File: config.mk
export PLATFORM = sky130hd
export DESIGN_NAME = q_env_step
export DESIGN_NICKNAME = d
export VERILOG_FILES = /design/src/rtl/q_env_step.sv
export SDC_FILE = /design/constraint.sdc
export NUM_CORES = 1
export LEC_CHECK = 0
export ABC_AREA = 1
export CAP_MARGIN = 5
export CORE_ASPECT_RATIO = 0.5
export CORE_MARGIN = 3
export CORE_UTILIZATION = 55
export CTS_CLUSTER_SIZE = 28
export DETAILED_ROUTE_END_ITERATION = 16
export GPL_TIMING_DRIVEN = 0
export MAX_ROUTING_LAYER = met4
export PLACE_DENSITY = 0.87
export SLEW_MARGIN = 20
export SYNTH_ARGS = -nofsm -noshare
export SYNTH_HDL_FRONTEND = slang
export SYNTH_SLANG_ARGS = --single-unit
File: constraint.sdc
create_clock -name clk -period 3.8 [get_ports clk]
set_clock_uncertainty 0.05 [all_clocks]
set_input_delay 0.95 -clock clk [delete_from_list [all_inputs] [get_ports clk]]
set_output_delay 0.95 -clock clk [all_outputs]
set_load 0.01 [all_outputs]
File: src/rtl/q_env_step.sv
// q_env_step: maze step engine resolving one (state, action) move against grid edges and a blocked-cell table.
module q_env_step #(
  parameter int ROWS   = 6,
  parameter int COLS   = 6,
  parameter int SW     = 6,
  parameter int NBLK   = 16,
  parameter int RW     = 16,
  parameter int R_GOAL = 100,
  parameter int R_STEP = -1,
  parameter int R_WALL = -10,
  parameter int CW     = 16
) (
  input  logic                    clk,
  input  logic                    rst,
  input  logic                    req_valid,
  output logic                    req_ready,
  input  logic [SW-1:0]           state_i,
  input  logic [1:0]              action_i,
  input  logic [SW-1:0]           target_state,
  input  logic [SW-1:0]           start_state,
  input  logic                    blk_we,
  input  logic [$clog2(NBLK)-1:0] blk_idx,
  input  logic [SW-1:0]           blk_state,
  output logic                    rsp_valid,
  input  logic                    rsp_ready,
  output logic [SW-1:0]           next_state,
  output logic [RW-1:0]           reward,
  output logic                    hit_goal,
  output logic                    hit_wall,
  output logic                    err,
  output logic [CW-1:0]           step_cnt,
  output logic [CW-1:0]           episode_cnt
);
  localparam int IW = $clog2(NBLK);
  localparam logic [SW-1:0] COLS_W   = SW'(COLS);
  localparam logic [SW-1:0] NCELL    = SW'(ROWS * COLS);
  localparam logic [SW-1:0] ROW_LAST = SW'(ROWS - 1);
  localparam logic [SW-1:0] COL_LAST = SW'(COLS - 1);
  localparam logic [IW-1:0] LAST     = IW'(NBLK - 1);
  localparam logic [RW-1:0] R_GOAL_W = RW'(R_GOAL);
  localparam logic [RW-1:0] R_STEP_W = RW'(R_STEP);
  localparam logic [RW-1:0] R_WALL_W = RW'(R_WALL);

  typedef enum logic [1:0] {IDLE, CALC, SCAN, RESP} st_t;
  st_t st_q, st_d;
  logic [SW-1:0] s_q, s_d, tgt_q, tgt_d, start_q, start_d, cand_q, cand_d, next_q, next_d;
  logic [1:0]    act_q, act_d;
  logic [IW-1:0] idx_q, idx_d;
  logic          match_q, match_d, goal_q, goal_d, wall_q, wall_d, err_q, err_d, spawn_q, spawn_d;
  logic [RW-1:0] rew_q, rew_d;
  logic [CW-1:0] step_q, step_d, ep_q, ep_d;
  logic [SW-1:0] blk_q [NBLK];
  logic [SW-1:0] blk_d [NBLK];
  logic [SW-1:0] sm1, row, col, cand;
  logic          bad, edge_v, hit;

  assign sm1    = s_q - SW'(1);
  assign row    = sm1 / COLS_W;
  assign col    = sm1 % COLS_W;
  assign bad    = s_q == '0 || s_q > NCELL;
  assign edge_v = act_q == 2'd0 ? row == ROW_LAST :
                  act_q == 2'd1 ? col == COL_LAST :
                  act_q == 2'd2 ? row == '0 : col == '0;
  assign cand   = act_q == 2'd0 ? s_q + COLS_W :
                  act_q == 2'd1 ? s_q + SW'(1) :
                  act_q == 2'd2 ? s_q - COLS_W : s_q - SW'(1);
  // Empty slots hold 0, which must never be treated as a blocked cell.
  assign hit    = blk_q[idx_q] != '0 && blk_q[idx_q] == cand_q;

  assign req_ready   = st_q == IDLE && !rst;
  assign rsp_valid   = st_q == RESP;
  assign next_state  = next_q;
  assign reward      = rew_q;
  assign hit_goal    = goal_q;
  assign hit_wall    = wall_q;
  assign err         = err_q;
  assign step_cnt    = step_q;
  assign episode_cnt = ep_q;

  always_comb begin
    st_d = st_q;
    s_d = s_q;
    act_d = act_q;
    tgt_d = tgt_q;
    start_d = start_q;
    cand_d = cand_q;
    idx_d = idx_q;
    match_d = match_q;
    next_d = next_q;
    rew_d = rew_q;
    goal_d = goal_q;
    wall_d = wall_q;
    err_d = err_q;
    spawn_d = spawn_q;
    step_d = step_q;
    ep_d = ep_q;
    blk_d = blk_q;
    case (st_q)
      IDLE: begin
        if (blk_we) blk_d[blk_idx] = blk_state;
        if (req_valid) begin
          s_d = state_i;
          act_d = action_i;
          tgt_d = target_state;
          start_d = start_state;
          st_d = CALC;
        end
      end
      CALC: begin
        {goal_d, wall_d, err_d, spawn_d} = '0;
        idx_d = '0;
        match_d = 1'b0;
        next_d = s_q;
        rew_d = R_WALL_W;
        if (bad) begin
          err_d = 1'b1;
          st_d = RESP;
        end else if (s_q == tgt_q) begin
          next_d = start_q;
          rew_d = '0;
          spawn_d = 1'b1;
          st_d = RESP;
        end else if (edge_v) begin
          wall_d = 1'b1;
          st_d = RESP;
        end else begin
          cand_d = cand;
          st_d = SCAN;
        end
      end
      SCAN: begin
        match_d = match_q | hit;
        idx_d = idx_q + IW'(1);
        if (idx_q == LAST) begin
          st_d = RESP;
          wall_d = match_d;
          goal_d = !match_d && cand_q == tgt_q;
          next_d = match_d ? s_q : cand_q;
          rew_d = match_d ? R_WALL_W : cand_q == tgt_q ? R_GOAL_W : R_STEP_W;
        end
      end
      default: begin
        if (rsp_ready) begin
          st_d = IDLE;
          step_d = spawn_q ? '0 : step_q + {{(CW-1){1'b0}}, ~&step_q};
          ep_d = ep_q + {{(CW-1){1'b0}}, spawn_q};
        end
      end
    endcase
  end

  always_ff @(posedge clk) begin
    if (rst) begin
      st_q <= IDLE;
      s_q <= '0;
      act_q <= '0;
      tgt_q <= '0;
      start_q <= '0;
      cand_q <= '0;
      idx_q <= '0;
      match_q <= 1'b0;
      next_q <= '0;
      rew_q <= '0;
      goal_q <= 1'b0;
      wall_q <= 1'b0;
      err_q <= 1'b0;
      spawn_q <= 1'b0;
      step_q <= '0;
      ep_q <= '0;
      for (int i = 0; i < NBLK; i++) blk_q[i] <= '0;
    end else begin
      st_q <= st_d;
      s_q <= s_d;
      act_q <= act_d;
      tgt_q <= tgt_d;
      start_q <= start_d;
      cand_q <= cand_d;
      idx_q <= idx_d;
      match_q <= match_d;
      next_q <= next_d;
      rew_q <= rew_d;
      goal_q <= goal_d;
      wall_q <= wall_d;
      err_q <= err_d;
      spawn_q <= spawn_d;
      step_q <= step_d;
      ep_q <= ep_d;
      blk_q <= blk_d;
    end
  end
endmodule

**Word level (Yosys, flattened, before mapping)**

Cells that the tools add are included.

- Divide/modulo/power cells: 2
- Add/sub/neg operators: 7
- Equality and inequality tests: 13
- Mux-type cells: 43
- Reduce and logical (&&, ||, !) cells: 24
- Magnitude comparators: 4
- Bitwise operators: 7

Operator list:

| operator | number |
|---|---|
| 96-bit bitwise mux | 1 |
| 16-bit two-way mux | 6 |
| 6-bit two-way mux | 10 |
| 16-bit by 1-bit adder with 16-bit output | 2 |
| 16-bit one-hot mux with 2 select lines | 1 |
| 6-bit binary-select mux with 4-bit select | 1 |
| 6-bit demux with 4-bit select | 1 |
| 6-bit equality test | 3 |
| 6-bit logical NOT | 3 |
| 16-bit AND reduction | 1 |
| 1-bit two-way mux | 14 |
| 6-bit by 3-bit equality test with 1-bit output (second input constant) | 2 |
| 6-bit one-hot mux with 2 select lines | 1 |
| 5-bit greater-or-equal comparator (second input constant) | 2 |
| 4-bit NOT with 5-bit output | 2 |
| 4-bit one-hot mux with 2 select lines | 1 |
| 2-bit AND reduction | 4 |
| 6-bit by 1-bit adder with 6-bit output (second input constant) | 1 |
| 6-bit by 3-bit adder with 6-bit output (second input constant) | 1 |
| 6-bit by 3-bit divider with 6-bit output (second input constant) | 1 |
| 2-bit equality test (second input constant) | 3 |
| 6-bit > comparator (second input constant) | 1 |
| 6-bit by 3-bit modulo with 6-bit output (second input constant) | 1 |
| 2-bit two-way mux | 3 |
| 21 further kinds | 34 |

- Output and inout bits: 59
- Register bits: 187
- Input port bits: 35
- Word-level logic and storage cells: 132

**Logic depth before layout (Yosys ltp)**

- Depth after elaboration: 11
- Mapped depth: 32
- Depth with buffers taken out: 31

**Worst setup path before layout**

OpenSTA, ideal clock, no wires.

- Path type: reg-to-reg
- Start point: register s_q[1]
- End point: register cand_q[3]
- Required time: 3.622 ns
- Library setup time: 0.128 ns
- Clock period less this slack: 3.229 ns
- Stages on the path, launching flop included: 30
- Arrival: 3.052 ns
- Buffers on the path: 1
- Slack: 0.571 ns
- Path through: dfxtp_1 inv_1 ha_1 nand2_1 nand3_1 nand2_2 nand2_1 nand2_2 inv_1 ha_1 inv_1 nand2_2 nand2_4 nand2_2 nand2_2 nand2_4 ha_1 inv_1 nand2_1 nand2_1 nor2_1 nand3_1 nand2_1 nand2_1 nand2_1 nand3_2 nand4_2 buf_6 a21oi_1 nor2_1

- Cells in the longest elaborated chain, start to end: 8
- Elaborated cells between the ends (all ways): 24
- Those cells by class: add/sub: 4; div: 2; order compare: 1; eq/ne: 3; mux: 6; bitwise: 3; reduce/logical: 5

Ends and longest elaborated chain:

| element | RTL line | source |
|---|---|---|
| start, declared | 46 | `logic [SW-1:0] s_q, s_d, tgt_q, tgt_d, start_q, start_d, cand_q, cand_d, next_q, next_d;` |
| start signal, assigned | 155 | `s_q <= '0;` |
| start signal, assigned | 173 | `s_q <= s_d;` |
| 6-bit by 1-bit subtractor with 6-bit output | 57, 66 |  |
| 6-bit by 3-bit modulo with 6-bit output / 6-bit by 3-bit divider with 6-bit output (equally long branches) | 59, 58 |  |
| 6-bit logical NOT | 63 | `act_q == 2'd2 ? row == '0 : col == '0;` |
| 1-bit two-way mux | 63 |  |
| 1-bit two-way mux | 62 | `act_q == 2'd1 ? col == COL_LAST :` |
| 1-bit two-way mux | 61 | `assign edge_v = act_q == 2'd0 ? row == ROW_LAST :` |
| 1-bit NOT (no line) | -- |  |
| 4-bit AND reduction (no line) | -- |  |
| end signal, assigned | 177 | `cand_q <= cand_d;` |
| end, declared | 46 |  |

Several ways; a longest one is shown, not always the timed one.
A chain may end at the register's enable or synchronous reset.

**Final worst setup path**

- Start point: input rst
- End point: output req_ready

- Cells in the longest elaborated chain, start to end: 2

Ends and longest elaborated chain:

| element | RTL line | source |
|---|---|---|
| start, declared | 14 | `input logic rst,` |
| 1-bit logical NOT | 70 | `assign req_ready = st_q == IDLE && !rst;` |
| 1-bit logical AND | 70 |  |
| end, declared | 16 | `output logic req_ready,` |

Every way passes these cells.

==> reports/metrics.cfg <==
[finish]
drive_gt1_frac=0.08118
syn_to_final_growth_pct=20.57
design_area_um2=10690
nets=1433
instances_no_fill=1596
final_core_util=0.6861
n_antenna_cell=0

[global_routing]
overflow=0
antenna_found_initial=0
grt_usage=0.3254
grt_max_degree=17
grt_pass1_wl_um=43880
first_global_vias=8503

[run_status]
status=finished clean

[detailed_routing]
drt-initial-drc-count=891
via_per_inst=5.797
firstDrtPassIters=5
postRouteAntennaNets=0
finalWirelength_um=28130
avgRoutedWirePerCell_um=17.62
drc=0
vias=9252

[sta]
slew_violations=0
fin_ws_ps=173.7
setup_tns_ps=0
timing.fmax_ghz=0.2758
fin_crit_sh=0.9543
setup_viol=0
hold-worst-slack_ps=404.5
slew_headroom=0.4019
worstMarginPinSlew_ps=890.3
min_period_ps=3626
hold_violations=0

[setup_path]
path_class=in -> out
crit_chain=clkbuf_1 > clkbuf_1 > nor2_1 > clkdlybuf4s50_1
cp-end-kind=output pin
startpoint_type=input port
slowest_stage=clkbuf_1
cp_max_fo=10
crit_path_max_incr_delay_ps=540
cpMostUsedCell=clkbuf_1
cp.required_ps=2800
crit_arrival_ps=2630

[placed_design]
place_inst=1561
port_buffers=92
finalWeightedCongestion=0.9806
pre_cts_ws_ps=-183.9
placed_cell_area_um2=10040
dp.final_hpwl_um=20540

[die]
core_um2=15570
die_w_um=185.5
start_util=0.5690
placementRows=32
die_area_um2=17760
ios=94
die_height_um=95.76

[synthesis]
syn_inst=1265
seq_area_frac_synth=0.3931
avgSynthCellArea_um2=7.006
synth_cell_types=42
yosysWarnings=0
ys_seq_elements=174
synthesis.nets=1318
syn-cell-area_um2=8862

[clock_network]
numCtsBuffers=17
cts_tree=built
clk_latency_ps=440
clk_pin_slew_ps=60
cts.sinks=174
cts_hold_buf=0
h-tree-depth=4
root_buffer=clkbuf_16
clk_path_buf_depth=2

[power]
clkPwrFrac=0.254
p_sw_frac=0.4153
pwr-share-comb=0.439
cellPowerDensity_nw_per_um2=656.0
p_seq_frac=0.307
ir_drop_uv=456.0
leakagePower_nw=4.195
p_total_mw=7.009
internal-power_mw=4.099
power.switching_mw=2.911

[flow_run]
max_cap_viol_count=0

[worst_hold_path]
min_path_type=reg -> reg

==> routing by layer <==
layer / wire length [um] / GRT usage / vias to the layer above
met1: 12170 / 0.4201 / 4368
met4: 425 / 0.09357 / 0
met5: 0 / - / -
met3: 2244 / 0.05361 / 52
met2: 13290 / 0.5354 / 405
li1: - / - / 4427
==> final timing paths <==
kind | from | to | slack [ps] | cells after the start
max | rst | req_ready | 170 | 4
max reg2reg | s_q[2] | cand_q[2] | 210 | 26
min | blk_q[43] | blk_q[43] | 400 | 2
min reg2reg | blk_q[43] | blk_q[43] | 400 | 2
==> cell usage after synthesis, drive strengths merged <==
cell type / count / area share
o2111ai: 2 / 0.0020
xnor2: 8 / 0.0079
o21ai: 199 / 0.11
nand4: 11 / 0.0099
ha: 18 / 0.025
nor3: 14 / 0.0079
dfxtp: 174 / 0.39
a21oi: 132 / 0.077
o21a: 4 / 0.0034
inv: 130 / 0.055
or2: 5 / 0.0035
xor2: 12 / 0.014
nor4: 5 / 0.0035
nand3: 79 / 0.051
clkinv: 3 / 0.0013
o22ai: 2 / 0.0014
o211ai: 7 / 0.0059
buf: 20 / 0.017
a211oi: 2 / 0.0017
o31ai: 1 / 0.00085
o221ai: 9 / 0.0089
nand2: 145 / 0.070
clkbuf: 53 / 0.022
nor2: 220 / 0.096
a31oi: 3 / 0.0021
a41oi: 5 / 0.0049
and3: 2 / 0.0014
==> layout make-up <==
class | count | area [um^2]
Buffer | 73 | 352.8
Clock buffer | 17 | 425.4
Clock inverter | 14 | 158.9
Fill cell | 1320 | 4890
Inverter | 133 | 503.0
Multi-Input combinational cell | 885 | 4547
Sequential cell | 174 | 3492
Tap cell | 204 | 255.2
Timing Repair Buffer | 96 | 950.9
==> flip-flops by register name (all words and copies together) (netlist names) <==
| signal | count |
|---|---|
| blk_q | 96 |
| episode_cnt | 16 |
| step_cnt | 16 |
| cand_q | 6 |
| next_state | 6 |
| s_q | 6 |
| start_q | 6 |
| tgt_q | 6 |
| idx_q | 4 |
| reward | 3 |
| act_q | 2 |
| st_q | 2 |
| err | 1 |
| hit_goal | 1 |
| hit_wall | 1 |
| match_q | 1 |
| spawn_q | 1 |
==> worst max-delay path: cells and delay by family <==
family        cells  cell delay (ps)
simple gates      1              130
buf+inv           3             1540
==> layout by cell type, fill, tap and decap left out, types with 8 or more instances in the layout <==
cell type | Yosys | layout
a21oi_1 | 129 | 129
buf_4 | 15 | 18
clkbuf_1 | 53 | 52
clkbuf_16 | 0 | 17
clkdlybuf4s50_1 | 0 | 92
dfxtp_1 | 174 | 171
ha_1 | 18 | 15
inv_1 | 122 | 121
inv_2 | 8 | 8
nand2_1 | 126 | 126
nand2_2 | 13 | 13
nand3_1 | 74 | 74
nand4_1 | 8 | 8
nor2_1 | 216 | 215
nor3_1 | 14 | 14
o21ai_0 | 194 | 194
o221ai_1 | 9 | 9
xnor2_1 | 8 | 8
xor2_1 | 11 | 11
==> power groups by stage <==
stage	combinational, mW	sequential, mW	clock (mW)
3_5_place_dp	2.94	2.18	0
6_report	3.07	2.15	1.78
2_1_floorplan	2.18	2.15	0
5_1_grt	3.37	2.17	1.86
4_1_cts	2.97	2.15	1.77
3_3_place_gp	2.82	2.17	0
==> cells by family (layout without fill, tap and decap cells) <==
kind of cell / after synthesis / in the layout / synth area share
buffers and inverters: 206 / 333 / 0.09572
flip-flops: 174 / 174 / 0.3931
XOR/XNOR: 20 / 20 / 0.02188
AND/OR/NAND/NOR: 481 / 481 / 0.2433
AO/OA/AOI/OAI: 366 / 366 / 0.2207
adder cells (fa/ha/maj): 18 / 18 / 0.02541
==> what timing repair did <==
| item | in CTS | in global routing |
|---|---|---|
| setup endpoints to repair | 2 | 14 |
| buffers inserted | 0 | 4 |
| endpoints found under the hold margin | 0 | 0 |
| pin swaps | 0 | 1 |
| resized for setup | 1 | 12 |
No activity file was read; power rests on OpenSTA's default activity.
